File: src/rtl/sharpen_frame_arbiter.sv
// Frame-granular round-robin arbiter sharing one sharpen pipeline between two
// video sources; forwards the owner's stream and demuxes processed output back.
module sharpen_frame_arbiter #(
  parameter int IMG_HDISP = 640,
  parameter int IMG_VDISP = 480,
  parameter int TIMEOUT   = 2000000
) (
  input  logic       clk,
  input  logic       rst_n,
  input  logic       src0_req,
  input  logic       src1_req,
  output logic       src0_gnt,
  output logic       src1_gnt,
  input  logic       src0_vsync,
  input  logic       src0_href,
  input  logic [7:0] src0_gray,
  input  logic       src1_vsync,
  input  logic       src1_href,
  input  logic [7:0] src1_gray,
  output logic       pipe_vsync,
  output logic       pipe_href,
  output logic [7:0] pipe_gray,
  input  logic       pipe_post_vsync,
  input  logic       pipe_post_href,
  input  logic [7:0] pipe_post_gray,
  output logic       dst0_vsync,
  output logic       dst0_href,
  output logic [7:0] dst0_gray,
  output logic       dst1_vsync,
  output logic       dst1_href,
  output logic [7:0] dst1_gray,
  output logic       owner,
  output logic       busy,
  output logic       timeout_pulse,
  output logic       frame_err
);

  localparam int HCW = $clog2(IMG_HDISP + 2);
  localparam int VCW = $clog2(IMG_VDISP + 2);
  localparam int TCW = $clog2(TIMEOUT + 1);
  localparam logic [HCW-1:0] H_TARGET = HCW'(IMG_HDISP);
  localparam logic [HCW-1:0] H_SAT    = HCW'(IMG_HDISP + 1);
  localparam logic [VCW-1:0] V_TARGET = VCW'(IMG_VDISP);
  localparam logic [VCW-1:0] V_SAT    = VCW'(IMG_VDISP + 1);
  localparam logic [TCW-1:0] T_LAST   = TCW'(TIMEOUT - 1);

  typedef enum logic [1:0] {
    S_IDLE     = 2'd0,
    S_GRANT    = 2'd1,
    S_INFLIGHT = 2'd2,
    S_DRAIN    = 2'd3
  } state_t;

  state_t         state_r, state_n_s;
  logic           owner_r, owner_n_s, prio_r, prio_n_s, timeout_s;
  logic [1:0]     vs_prev_r, hr_prev_r;
  logic           post_vs_prev_r, seen_rise_r, line_bad_r;
  logic [TCW-1:0] tcnt_r;
  logic [HCW-1:0] hcnt_r;
  logic [VCW-1:0] vcnt_r, vcnt_inc_s, vcnt_end_s;
  logic           bad_line_now_s, frame_bad_s;
  logic [1:0]     gnt_r, gnt_n_s;
  logic [9:0]     pipe_r, pipe_n_s, dst0_r, dst0_n_s, dst1_r, dst1_n_s;
  logic           busy_r, busy_n_s, timeout_r, frame_err_r, frame_err_n_s;

  logic       own_req_s, own_vs_s, own_hr_s;
  logic [7:0] own_gray_s;
  logic       vs_rise_s, vs_fall_s, hr_fall_s, post_rise_s, post_fall_s, tmo_s;
  logic       fwd_s, dmx_s, enter_flight_s;

  assign own_req_s   = owner_r ? src1_req   : src0_req;
  assign own_vs_s    = owner_r ? src1_vsync : src0_vsync;
  assign own_hr_s    = owner_r ? src1_href  : src0_href;
  assign own_gray_s  = owner_r ? src1_gray  : src0_gray;
  assign vs_rise_s   = own_vs_s & ~vs_prev_r[owner_r];
  assign vs_fall_s   = ~own_vs_s & vs_prev_r[owner_r];
  assign hr_fall_s   = ~own_hr_s & hr_prev_r[owner_r];
  assign post_rise_s = pipe_post_vsync & ~post_vs_prev_r;
  assign post_fall_s = ~pipe_post_vsync & post_vs_prev_r;
  assign tmo_s       = (tcnt_r == T_LAST);
  assign fwd_s       = (state_r == S_GRANT) || (state_r == S_INFLIGHT);
  assign dmx_s       = (state_r == S_INFLIGHT) || (state_r == S_DRAIN);
  assign enter_flight_s = (state_r == S_GRANT) && (state_n_s == S_INFLIGHT);

  // State register with owner and round-robin pointer
  always_ff @(posedge clk or negedge rst_n) begin
    if (!rst_n) begin
      state_r <= S_IDLE;
      owner_r <= 1'b0;
      prio_r  <= 1'b0;
    end else begin
      state_r <= state_n_s;
      owner_r <= owner_n_s;
      prio_r  <= prio_n_s;
    end
  end

  // Next-state logic; prio_r names the source that wins a tie
  always_comb begin
    state_n_s = state_r;
    owner_n_s = owner_r;
    prio_n_s  = prio_r;
    timeout_s = 1'b0;
    case (state_r)
      S_IDLE: begin
        if (src0_req && src1_req) begin
          owner_n_s = prio_r;
          state_n_s = S_GRANT;
        end else if (src0_req || src1_req) begin
          owner_n_s = src1_req;
          state_n_s = S_GRANT;
        end else begin
          state_n_s = S_IDLE;
        end
      end
      S_GRANT: begin
        if (vs_rise_s) begin
          state_n_s = S_INFLIGHT;
        end else if (!own_req_s) begin
          state_n_s = S_IDLE;
        end else if (tmo_s) begin
          state_n_s = S_IDLE;
          timeout_s = 1'b1;
          prio_n_s  = ~owner_r;
        end else begin
          state_n_s = S_GRANT;
        end
      end
      S_INFLIGHT: begin
        if (vs_fall_s) begin
          state_n_s = S_DRAIN;
        end else begin
          state_n_s = S_INFLIGHT;
        end
      end
      S_DRAIN: begin
        if (post_fall_s && seen_rise_r) begin
          state_n_s = S_IDLE;
          prio_n_s  = ~owner_r;
        end else if (tmo_s) begin
          state_n_s = S_IDLE;
          timeout_s = 1'b1;
          prio_n_s  = ~owner_r;
        end else begin
          state_n_s = S_DRAIN;
        end
      end
      default: begin
        state_n_s = S_IDLE;
      end
    endcase
  end

  // Next values of registered outputs; a line ending on the vsync-fall cycle still counts
  always_comb begin
    vcnt_inc_s     = (vcnt_r != V_SAT) ? (vcnt_r + VCW'(1)) : vcnt_r;
    vcnt_end_s     = hr_fall_s ? vcnt_inc_s : vcnt_r;
    bad_line_now_s = hr_fall_s && (hcnt_r != H_TARGET);
    frame_bad_s    = line_bad_r || bad_line_now_s || (vcnt_end_s != V_TARGET);
    gnt_n_s        = {owner_n_s, ~owner_n_s} &
                     {2{(state_n_s == S_GRANT) || (state_n_s == S_INFLIGHT)}};
    pipe_n_s       = fwd_s ? {own_vs_s, own_hr_s, own_gray_s} : 10'd0;
    dst0_n_s       = (dmx_s && !owner_r) ? {pipe_post_vsync, pipe_post_href, pipe_post_gray} : 10'd0;
    dst1_n_s       = (dmx_s && owner_r)  ? {pipe_post_vsync, pipe_post_href, pipe_post_gray} : 10'd0;
    busy_n_s       = (state_n_s != S_IDLE);
    frame_err_n_s  = (state_r == S_INFLIGHT) && vs_fall_s && frame_bad_s;
  end

  // Output registers
  always_ff @(posedge clk or negedge rst_n) begin
    if (!rst_n) begin
      gnt_r       <= 2'b00;
      pipe_r      <= 10'd0;
      dst0_r      <= 10'd0;
      dst1_r      <= 10'd0;
      busy_r      <= 1'b0;
      timeout_r   <= 1'b0;
      frame_err_r <= 1'b0;
    end else begin
      gnt_r       <= gnt_n_s;
      pipe_r      <= pipe_n_s;
      dst0_r      <= dst0_n_s;
      dst1_r      <= dst1_n_s;
      busy_r      <= busy_n_s;
      timeout_r   <= timeout_s;
      frame_err_r <= frame_err_n_s;
    end
  end

  // Wait timer for GRANT and DRAIN, restarted on every state change
  always_ff @(posedge clk or negedge rst_n) begin
    if (!rst_n) begin
      tcnt_r <= '0;
    end else if ((state_n_s != state_r) || !((state_r == S_GRANT) || (state_r == S_DRAIN))) begin
      tcnt_r <= '0;
    end else begin
      tcnt_r <= tcnt_r + TCW'(1);
    end
  end

  // Frame geometry counters and pipeline-return tracking
  always_ff @(posedge clk or negedge rst_n) begin
    if (!rst_n) begin
      hcnt_r      <= '0;
      vcnt_r      <= '0;
      line_bad_r  <= 1'b0;
      seen_rise_r <= 1'b0;
    end else if (enter_flight_s) begin
      hcnt_r      <= '0;
      vcnt_r      <= '0;
      line_bad_r  <= 1'b0;
      seen_rise_r <= 1'b0;
    end else begin
      if (state_r == S_INFLIGHT) begin
        if (hr_fall_s) begin
          hcnt_r <= '0;
          vcnt_r <= vcnt_inc_s;
        end else if (own_hr_s && (hcnt_r != H_SAT)) begin
          hcnt_r <= hcnt_r + HCW'(1);
        end else begin
          hcnt_r <= hcnt_r;
        end
        line_bad_r <= line_bad_r | bad_line_now_s;
      end else begin
        hcnt_r     <= hcnt_r;
        line_bad_r <= line_bad_r;
      end
      seen_rise_r <= seen_rise_r | (dmx_s && post_rise_s);
    end
  end

  // Edge-detect history of both sources and the pipeline return
  always_ff @(posedge clk or negedge rst_n) begin
    if (!rst_n) begin
      vs_prev_r      <= 2'b00;
      hr_prev_r      <= 2'b00;
      post_vs_prev_r <= 1'b0;
    end else begin
      vs_prev_r      <= {src1_vsync, src0_vsync};
      hr_prev_r      <= {src1_href, src0_href};
      post_vs_prev_r <= pipe_post_vsync;
    end
  end

  assign src0_gnt      = gnt_r[0];
  assign src1_gnt      = gnt_r[1];
  assign {pipe_vsync, pipe_href, pipe_gray} = pipe_r;
  assign {dst0_vsync, dst0_href, dst0_gray} = dst0_r;
  assign {dst1_vsync, dst1_href, dst1_gray} = dst1_r;
  assign owner         = owner_r;
  assign busy          = busy_r;
  assign timeout_pulse = timeout_r;
  assign frame_err     = frame_err_r;

endmodule

File: config.mk
export PLATFORM = sky130hd
export DESIGN_NAME = sharpen_frame_arbiter
export DESIGN_NICKNAME = d
export VERILOG_FILES = /design/src/rtl/sharpen_frame_arbiter.sv
export SDC_FILE = /design/constraint.sdc
export NUM_CORES = 1
export LEC_CHECK = 0
export BUFFER_PORTS_ARGS = -buffer_cell sky130_fd_sc_hd__buf_4
export CORE_UTILIZATION = 51
export DETAILED_ROUTE_END_ITERATION = 16
export GPL_ROUTABILITY_DRIVEN = 0
export PLACE_DENSITY_LB_ADDON = 0.3
export SLEW_MARGIN = 20
export SYNTH_ARGS = -nofsm -noshare
export SYNTH_HDL_FRONTEND = slang
export SYNTH_SLANG_ARGS = --single-unit
File: constraint.sdc
create_clock -name clk -period 2.4 [get_ports clk]
set_input_delay 0.24 -clock clk [delete_from_list [all_inputs] [get_ports clk]]
set_output_delay 0.24 -clock clk [all_outputs]
set_load 0.02 [all_outputs]
==> results of run 1 <==
[area by class of cell]
cell class | count | share of cell area, %
clock buffer | 9 | 2.18
clock inverter | 7 | 1.19
inverter | 17 | 1.12
multi-input combinational | 297 | 36.9
sequential | 86 | 37.9
tap | 102 | 2.24
timing repair buffer | 128 | 18.5
[what timing repair did]
action,in CTS,in global routing
resized for setup,9,17
endpoints found under the setup margin,10,11
endpoints found under the hold margin,45,0
gates cloned,1,2
hold buffers,4,0
buffers inserted,2,5
pin swaps,12,11
[state kept, by name, indices dropped and copies added (netlist names)]
name            cells
line_bad_r          1
post_vs_prev_r      1
busy                1
frame_err           1
owner               1
vcnt_r              9
hcnt_r             10
dst1_r             10
state_r             2
dst0_r             10
pipe_r             10
prio_r              1
gnt_r               2
timeout_pulse       1
hr_prev_r           2
seen_rise_r         1
vs_prev_r           2
tcnt_r             21
[worst min-delay path by stage]
stage	endpoint	slack, ns
2_1_floorplan	busy	-0.06
3_3_place_gp	hcnt_r[9]	0.26
3_5_place_dp	frame_err	0.27
4_1_cts	hr_prev_r[0]	0.003
5_1_grt	hr_prev_r[0]	0.003
6_report	hr_prev_r[0]	0.02
[per-layer routing]
layer	wire (um)	vias up	share of wire, %	track usage, %
met5	0	-	0	0
met1	4240	1708	42	29.7
met4	272	0	2.7	10.9
li1	-	1679	-	-
met3	656	26	6.5	6.50
met2	4990	133	49	40.0
[power by group]
group          leakage [nW]  switching, W  internal [W]  total, W
registers              1.15      0.000198       0.00172   0.00192
logic                  1.43       0.00143       0.00127   0.00270
clock network        0.0989      0.000582      0.000401  0.000983
[metrics by stage]
step / power [W] / hold WS (ns) / worst slack, ns / cell area [sq um] / instances
detailed placement: 0.00426 / 0.266 / -0.168 / 5250 / 616
global placement: 0.00417 / 0.262 / -0.0682 / 5250 / 616
global route: 0.00595 / 0.00284 / -0.180 / 5690 / 646
finish: 0.00561 / 0.0200 / -0.0212 / 5690 / 646
CTS: 0.00529 / 0.00336 / -0.0171 / 5520 / 639
floorplan: 0.00333 / -0.0556 / -0.0898 / 4280 / 408
[placed cells by master (no fill, tap or decap), drive strengths merged, types with 3 or more instances in the layout]
master	instances
a21oi	15
and2	23
and3	8
buf	122
clkbuf	11
clkinv	4
dfrtp	86
dlygate4sd3	4
ha	13
inv	20
mux2	3
mux2i	12
nand2	27
nand3	19
nand3b	3
nand4	16
nand4b	3
nor2	57
nor2b	10
nor3	6
nor4b	4
o2111ai	3
o21ai	10
or2	3
xnor2	12
xor2	19
[kinds of logic after synthesis]
| logic type | Yosys count | synth area share [%] |
|---|---|---|
| and+or+nand+nor | 191 | 25.5 |
| xor gates and xnor gates | 31 | 6.40 |
| adders and majority gates | 13 | 3.83 |
| AOI/OAI and AO/OA | 46 | 7.22 |
| buffers and inverters | 26 | 2.71 |
| DFF | 86 | 50.7 |
| muxes | 15 | 3.63 |
==> results.yml, run 1 <==
critical_path:
  crit_family: "compound AO/OA/AOI/OAI gates"
  critPathKind: "reg2reg"
  cp.depth: 10
  path_cells: "nor4b_4 > nand4_1 > buf_4 > o22ai_4 > a21o_1 > ha_2 > and2_4 > a311o_1 > nand3_2 > o41ai_2"
  crit_start: "tcnt_r[9]"
  critPathRequiredTime_ns: 2.67
  cp_num_buf_inv: 1
  cp_max_fo: 3
  slowest_delay_ns: 0.42
  reg2reg_to: "hcnt_r[5]"
  startpoint_type: "flip-flop"
  timing.rr.start: "tcnt_r[9]"
  crit_path_end_kind: "flip-flop"
  endpoint: "hcnt_r[5]"
  arrival_ns: 2.69
  r2r_slack_ns: -0.02
  slowest_stage: "dfrtp_1"
  reg2regPathDepth: 10
timing:
  fin_worst_skew_ns: 0.0143
  rsz0062_at_grt: "yes"
  setup-tns-final_ns: -0.0531
  period_needed_ns: 2.42
  finalSetupViolCount: 5
  worst_slack_ns: -0.0212
  tightestPinTransition_ns: 0.721
  slew_headroom_pct: 51.7
  drv_slew: 0
  final_hold_viol_count: 0
  fmax_mhz: 413
  fin_crit_sh_pct: 101
synthesis:
  yosys-top-cells-count: "86 x dfrtp_1, 37 x nor2_1, 27 x nand2_1, 23 x and2_1"
  netlist_top_cells_area: "dfrtp_1 51%, xor2_1 3.9%, ha_1 3.8%"
  postSynthAreaPerCell_sq_um: 10.4
  synth_edf_count: 0
  syn-instance-count: 408
  synth-seq-cells: 86
  syn_area_sq_mm: 0.00424
  synth_ff_type: "dfrtp_1"
  synthArstFlopShare_pct: 100
  yosysTopAreaCell: "dfrtp_1"
  yosysWarningCount: 0
  yosysUniqueCellTypes: 57
  ys_seq_area_share_pct: 50.7
  synth_most_common_cell: "dfrtp_1"
  synth_top_area_share_pct: 50.7
  syn-num-nets: 455
hold_path:
  hold_class: "in2reg"
  hp-start: "src0_href"
  min_path_cells: 1
routing:
  drc: 0
  firstDrtPassIters: 4
  wl_per_cell_um: 15.7
  via_per_inst: 5.49
  ant_nets: 0
  first_iter_violations: 155
  wl_um: 10200
  vias: 3546
global_routing:
  grt_use_total_pct: 24.2
  grt_pass1_vias: 3586
  grt-ovfl-total: 0
  grt_pass1_wl_um: 16300
  antenna_found_initial: 0
  grt_max_degree: 45
clock_tree:
  root_buffer: "clkbuf_8"
  clk_path_buf_depth: 2
  clkTransAtPathRegs_ns: 0.10
  cts_max_level: 3
  clkSinkCount: 86
  cts_made_buffers: 9
  clk_latency_ns: 0.37
  cts_tree: "done"
layout:
  utilization_pct: 72.1
  seq_area_sq_mm: 0.00215
  drive_above_1_share_pct: 35.5
  multiInputGateArea_sq_mm: 0.00210
  n_fill_cell: 527
  area_delta_synth_final_pct: 34.0
  num-nets-final: 586
  n_antenna_cell: 0
die:
  start_util_pct: 53.8
  dieWidth_um: 93.2
  core.rowCount: 32
  coreArea_sq_mm: 0.00789
  ios: 70
  chipHeight_um: 93.2
  die-area_sq_mm: 0.00869
power:
  p_leak_nw: 2.68
  ir_worst_vdd_mv: 0.656
  power.density_mw_per_mm2: 986
place:
  dp_hpwl_um: 7100
  io_buffers: 69
job:
  drv_cap: 0
outcome:
  failed_checks: "negative setup slack"
  status: "complete, but fails checks"
(Power assumes the default switching activity.)
==> run 2: changes to the inputs <==
CORE_UTILIZATION = 55   (was 51)
GPL_TIMING_DRIVEN = 0   (was unset)
REMOVE_ABC_BUFFERS = 1   (was unset)
clock period = 3 ns   (was 2.4 ns; I/O delays follow)
==> run 2 against run 1 <==
The run ends with negative hold slack left. Die area fell by 7.1%. Clock-buffer cell count increased by 4. Sequential share of layout area rose by 4.0 points. Design area decreased by 9.5%. Clock skew up 0.0024 ns. Maximum frequency down 16%. Clock power fell by 14%. Combinational power decreased by 41%. Critical path depth increased by 1. Wire length is 12% lower. Total power decreased by 29%. Worst setup slack improved by 0.13 ns.
==> results.yml, run 2 (synthesis results as in run 1) <==
outcome:
  status: "complete, but fails checks"
  failed_checks: "negative hold slack"
power:
  ir_worst_vdd_mv: 0.372
  p_leak_nw: 2.37
  power.density_mw_per_mm2: 775
die:
  die-area_sq_mm: 0.00807
  ios: 70
  start_util_pct: 57.6
  core.rowCount: 31
  chipHeight_um: 89.8
  coreArea_sq_mm: 0.00737
  dieWidth_um: 89.8
clock_tree:
  clk_path_buf_depth: 2
  cts_made_buffers: 9
  clkSinkCount: 86
  clk_latency_ns: 0.37
  clkTransAtPathRegs_ns: 0.09
  cts_max_level: 3
  cts_tree: "done"
  root_buffer: "clkbuf_8"
  cts_hold_buf: 0
place:
  dpl_worst_slack_ns: -0.516
  dp_hpwl_um: 5900
  io_buffers: 69
  dp_cells: 567
timing:
  final_hold_viol_count: 22
  period_needed_ns: 2.89
  worst_slack_ns: 0.112
  fin_worst_skew_ns: 0.0167
  hold_slack_ns: -0.0531
  drv_slew: 0
  finalSetupViolCount: 0
  fmax_mhz: 346
  tightestPinTransition_ns: 0.778
  slew_headroom_pct: 48.1
  fin_crit_sh_pct: 96.3
routing:
  via_per_inst: 5.50
  firstDrtPassIters: 4
  ant_nets: 0
  first_iter_violations: 175
  drc: 0
  vias: 3250
  wl_per_cell_um: 15.1
  wl_um: 8900
critical_path:
  reg2reg_to: "hcnt_r[5]"
  cp_num_buf_inv: 1
  cp_max_fo: 12
  crit_family: "compound AO/OA/AOI/OAI gates"
  startpoint_type: "flip-flop"
  critPathKind: "reg2reg"
  timing.rr.start: "owner"
  r2r_slack_ns: 0.11
  cp.depth: 11
  slowest_delay_ns: 0.53
  critPathRequiredTime_ns: 3.26
  reg2regPathDepth: 11
  path_cells: "or3b_1 > a21oi_4 > nor2_1 > a21o_1 > ha_1 > and2_4 > a311o_2 > clkbuf_2 > o21ai_0 > nand2_1 > o41ai_1"
  crit_path_end_kind: "flip-flop"
  arrival_ns: 3.15
  endpoint: "hcnt_r[5]"
  crit_start: "owner"
  slowest_stage: "dfrtp_4"
global_routing:
  grt_use_total_pct: 23.2
  antenna_found_initial: 0
  grt_pass1_wl_um: 14800
  grt_pass1_vias: 3197
  grt_max_degree: 87
  grt-ovfl-total: 0
layout:
  num-nets-final: 534
  final_common_cell: "dfrtp_1"
  largest_reg_flops: 21
  final_cell_mix: "84 x dfrtp_1, 75 x buf_4, 37 x nor2_1, 27 x nand2_1, 22 x and2_1"
  utilization_pct: 69.9
  layoutNonFillerInstCount: 591
  drive_above_1_share_pct: 27.4
  area_delta_synth_final_pct: 21.3
  n_antenna_cell: 0
  largest_register: "tcnt_r"
  n_fill_cell: 545
hold_path:
  hold_class: "in2async"
job:
  drv_cap: 0
## run 2: cell count changes in the layout (fill, tap and decap cells not counted), sizes merged
cell         delta
buf            -46
dlygate4sd3     -4
clkbuf          +3
clkinv          -3
inv             -3
a311o           -1
bufinv          +1
clkinvlp        +1
## run 2: how the worst min path moves through the flow
stage / startpoint / to / slack (ns) / depth (start not counted)
final: rst_n / vcnt_r[3] / -0.05 / 1
after floorplan: rst_n / busy / 0.004 / 0
after global placement: src0_vsync / vs_prev_r[0] / 0.43 / 1
after detailed placement: src0_vsync / vs_prev_r[0] / 0.43 / 1
after global routing: rst_n / vcnt_r[3] / 0.02 / 1
after CTS: src1_href / hr_prev_r[1] / 0.04 / 1
## run 2: worst reg2reg max path, cell delays in order, from the launching register on
cell and delay [ns]:
dfrtp_4 0.53, or3b_1 0.44, a21oi_4 0.19, nor2_1 0.09, a21o_1 0.23, ha_1 0.24, and2_4 0.22, a311o_2 0.45
clkbuf_2 0.18, o21ai_0 0.09, nand2_1 0.07, o41ai_1 0.06
## run 2: metal layers
layer / vias to the layer above / global-route usage (%) / wire (um)
met5: - / 0 / 0
met4: 0 / 10.8 / 131
met3: 9 / 5.75 / 661
met2: 116 / 36.7 / 4120
met1: 1562 / 30.0 / 3990
li1: 1563 / - / -
## run 2: report_power, final
group	leakage [nW]	internal [W]	switching [W]
logic	1.12	0.000634	0.000953
clock network	0.0996	0.000430	0.000417
registers	1.15	0.00138	0.000172
## run 2: layout make-up
type | instances | area [sq um] | area share, %
flip-flops and latches | 86 | 2160 | 41.9
multi-input cells | 296 | 2020 | 39.3
repair buffers | 77 | 579 | 11.3
clock buffers | 13 | 159 | 3.09
well taps | 99 | 124 | 2.41
inverters | 17 | 63.8 | 1.24
clock inverters | 3 | 42.5 | 0.826
## run 2: through the flow
stage | total power (W) | area [sq um] | setup TNS [ns]
after floorplan | 0.00255 | 4190 | 0
after global placement | 0.00301 | 4830 | -3.44
after detailed placement | 0.00305 | 4830 | -4.08
after CTS | 0.00394 | 5070 | 0
after global routing | 0.00422 | 5150 | -0.00888
final | 0.00399 | 5150 | 0
## run 2: repair_timing
item	in CTS	in global routing
resized for setup	7	10
cloned	0	0
pin swaps	1	2
buffers inserted	3	5
setup endpoints to repair	10	7
==> run 3: changes to the inputs <==
ABC_AREA = 1   (was unset)
==> run 3 against run 2 <==
Flip-flop and latch count unchanged. Combinational power grew 23%. Synthesized area up 3.7%. Sequential power is 8% higher. The run still ends with negative hold slack left. Critical endpoint is now hcnt_r[9]. Clock skew decreased by 0.0049 ns. Highest routed layer unchanged.
==> results.yml, run 3 <==
die:
  core.rowCount: 32
  chipHeight_um: 91.4
  die-area_sq_mm: 0.00836
  dieWidth_um: 91.4
  coreArea_sq_mm: 0.00773
  ios: 70
  start_util_pct: 56.9
layout:
  final_cell_mix: "116 x nand2_1, 85 x dfrtp_1, 84 x nor2_1, 73 x inv_1, 68 x buf_4"
  finalInstanceArea_sq_mm: 0.00521
  largest_reg_flops: 21
  largest_register: "tcnt_r"
  n_antenna_cell: 0
  area_delta_synth_final_pct: 18.4
  n_fill_cell: 627
  num-nets-final: 653
  final_common_cell: "nand2_1"
  drive_above_1_share_pct: 20.6
timing:
  setup-tns-final_ns: 0
  fin_worst_skew_ns: 0.0118
  period_needed_ns: 2.72
  tightestPinTransition_ns: 0.760
  finalSetupViolCount: 0
  drv_slew: 0
  fin_crit_sh_pct: 90.8
  rsz0062_at_grt: "no"
  final_hold_viol_count: 23
  worst_slack_ns: 0.275
  hold_slack_ns: -0.0379
  slew_headroom_pct: 49.4
  fmax_mhz: 367
global_routing:
  grt_max_degree: 87
  grt-ovfl-total: 0
  antenna_found_initial: 0
  grt_pass1_wl_um: 15300
  grt_pass1_vias: 3515
  grt_use_total_pct: 23.0
critical_path:
  startpoint_type: "flip-flop"
  slowest_delay_ns: 0.42
  critPathKind: "reg2reg"
  reg2reg_to: "hcnt_r[9]"
  crit_top_cell: "nand2_1"
  arrival_ns: 2.98
  cp_max_fo: 10
  crit_path_end_kind: "flip-flop"
  r2r_slack_ns: 0.28
  reg2regPathDepth: 19
  timing.rr.start: "tcnt_r[0]"
  critPathRequiredTime_ns: 3.26
  path_cells: "ha_1 > nand3_1 > nor2_1 > nand3_1 > nand2_1 > nand2_1 > nand2_1 > inv_1 > ha_1 > nand2_1 > inv_2 > nor2_2 > inv_4 > nand2_4 > inv_2 > nand2_1 > nand2_1 > nand2_1 > nor2_1"
  slowest_stage: "dfrtp_1"
place:
  dp_hpwl_um: 6410
  post_dp_cell_area_sq_mm: 0.00499
  io_buffers: 69
  dpl_worst_slack_ns: -0.319
synthesis:
  synthArstFlopShare_pct: 100
  syn-instance-count: 534
  yosysUniqueCellTypes: 29
  netlist_top_cells_area: "dfrtp_1 49%, nand2_1 9.9%, nor2_1 7.3%"
  synth_most_common_cell: "nand2_1"
  yosys-top-cells-count: "116 x nand2_1, 86 x dfrtp_1, 85 x nor2_1, 74 x inv_1, 30 x nand3_1"
  yosysWarningCount: 0
  postSynthAreaPerCell_sq_um: 8.24
  yosysTopAreaCell: "dfrtp_1"
  synth_edf_count: 0
  ys_seq_area_share_pct: 48.9
  syn_area_sq_mm: 0.00440
  synth_top_area_share_pct: 48.9
  synth_ff_type: "dfrtp_1"
  synth-seq-cells: 86
hold_path:
  hold_class: "in2async"
routing:
  vias: 3602
  drc: 0
  wl_met2_um: 4480
  topRoutingLayerUsed: "met4"
  met3_length_um: 301
  ant_nets: 0
  wl_um: 8870
  wl_met1_um: 3970
  firstDrtPassIters: 4
  wl_per_cell_um: 12.4
  via_per_inst: 5.05
  first_iter_violations: 134
clock_tree:
  clk_path_buf_depth: 2
  clk_latency_ns: 0.36
  cts_setup_buffers: 0
  cts_tree: "done"
  cts_max_level: 3
  cts_made_buffers: 9
  clkTransAtPathRegs_ns: 0.09
  clkSinkCount: 86
  root_buffer: "clkbuf_8"
job:
  drv_cap: 0
power:
  ir_worst_vdd_mv: 0.448
  power.density_mw_per_mm2: 856
  p_leak_nw: 2.64
  power.total_w: 0.00446
outcome:
  failed_checks: "negative hold slack"
  status: "complete, but fails checks"
-- run 3: cell families (layout without fill, tap and decap cells) --
kind of cell,count (synthesis),after routing,share of synthesized area [%]
simple gates,282,282,30.0
flops,86,86,48.9
buf+inv,86,163,7.94
compound gates,49,49,5.89
xor+xnor,18,18,3.58
fa+ha+maj,13,13,3.70
-- run 3: cell type report --
cell class | count | area [sq um] | share of cell area, %
flip-flops and latches | 86 | 2150 | 41.3
repair buffers | 69 | 522 | 10.0
clock inverters | 7 | 78.8 | 1.51
clock buffers | 9 | 124 | 2.38
multi-input cells | 362 | 1910 | 36.6
well taps | 102 | 128 | 2.45
inverters | 78 | 298 | 5.72
-- run 3: layer usage --
layer	global-route usage, %	vias to the layer above
met1	27.3	1704
li1	-	1816
met2	41.1	66
met4	7.54	0
met3	5.19	16
met5	0	-
-- run 3: stage by stage --
stage,util (%),instances,hold slack [ns]
detailed placement,64.6,697,0.421
global placement,64.6,697,0.420
floorplan,-,526,0.00441
finish,67.4,713,-0.0379
global route,67.4,713,0.0196
CTS,67.3,713,0.0282
-- run 3: how the worst max path moves through the flow --
stage                         start  cells after the start  slack [ns]         to
after detailed placement      owner                     20       -0.32  hcnt_r[9]
after global placement        owner                     20       -0.13  hcnt_r[9]
after global routing      tcnt_r[0]                     19        0.04  hcnt_r[9]
after CTS                 tcnt_r[0]                     19        0.09  hcnt_r[9]
final                     tcnt_r[0]                     19        0.28  hcnt_r[9]
after floorplan               owner                     20        0.36  hcnt_r[9]
-- run 3: critical path, delay by kind of cell, from the launching register on --
family                     cells  cell delay, ns
buffers and inverters          4            0.39
adders and majority gates      2            0.37
and+or+nand+nor               13            1.45
DFF                            1            0.42
-- run 3: power by group --
group | switching (W) | total [W] | leakage (nW) | internal (W)
logic | 0.00134 | 0.00196 | 1.41 | 0.000615
clock network | 0.000442 | 0.000838 | 0.105 | 0.000397
registers | 0.000226 | 0.00167 | 1.12 | 0.00144
-- run 3: what timing repair did --
item | CTS | global route
setup endpoints to repair | 14 | 10
hold buffers | 0 | 0
resized for setup | 3 | 4
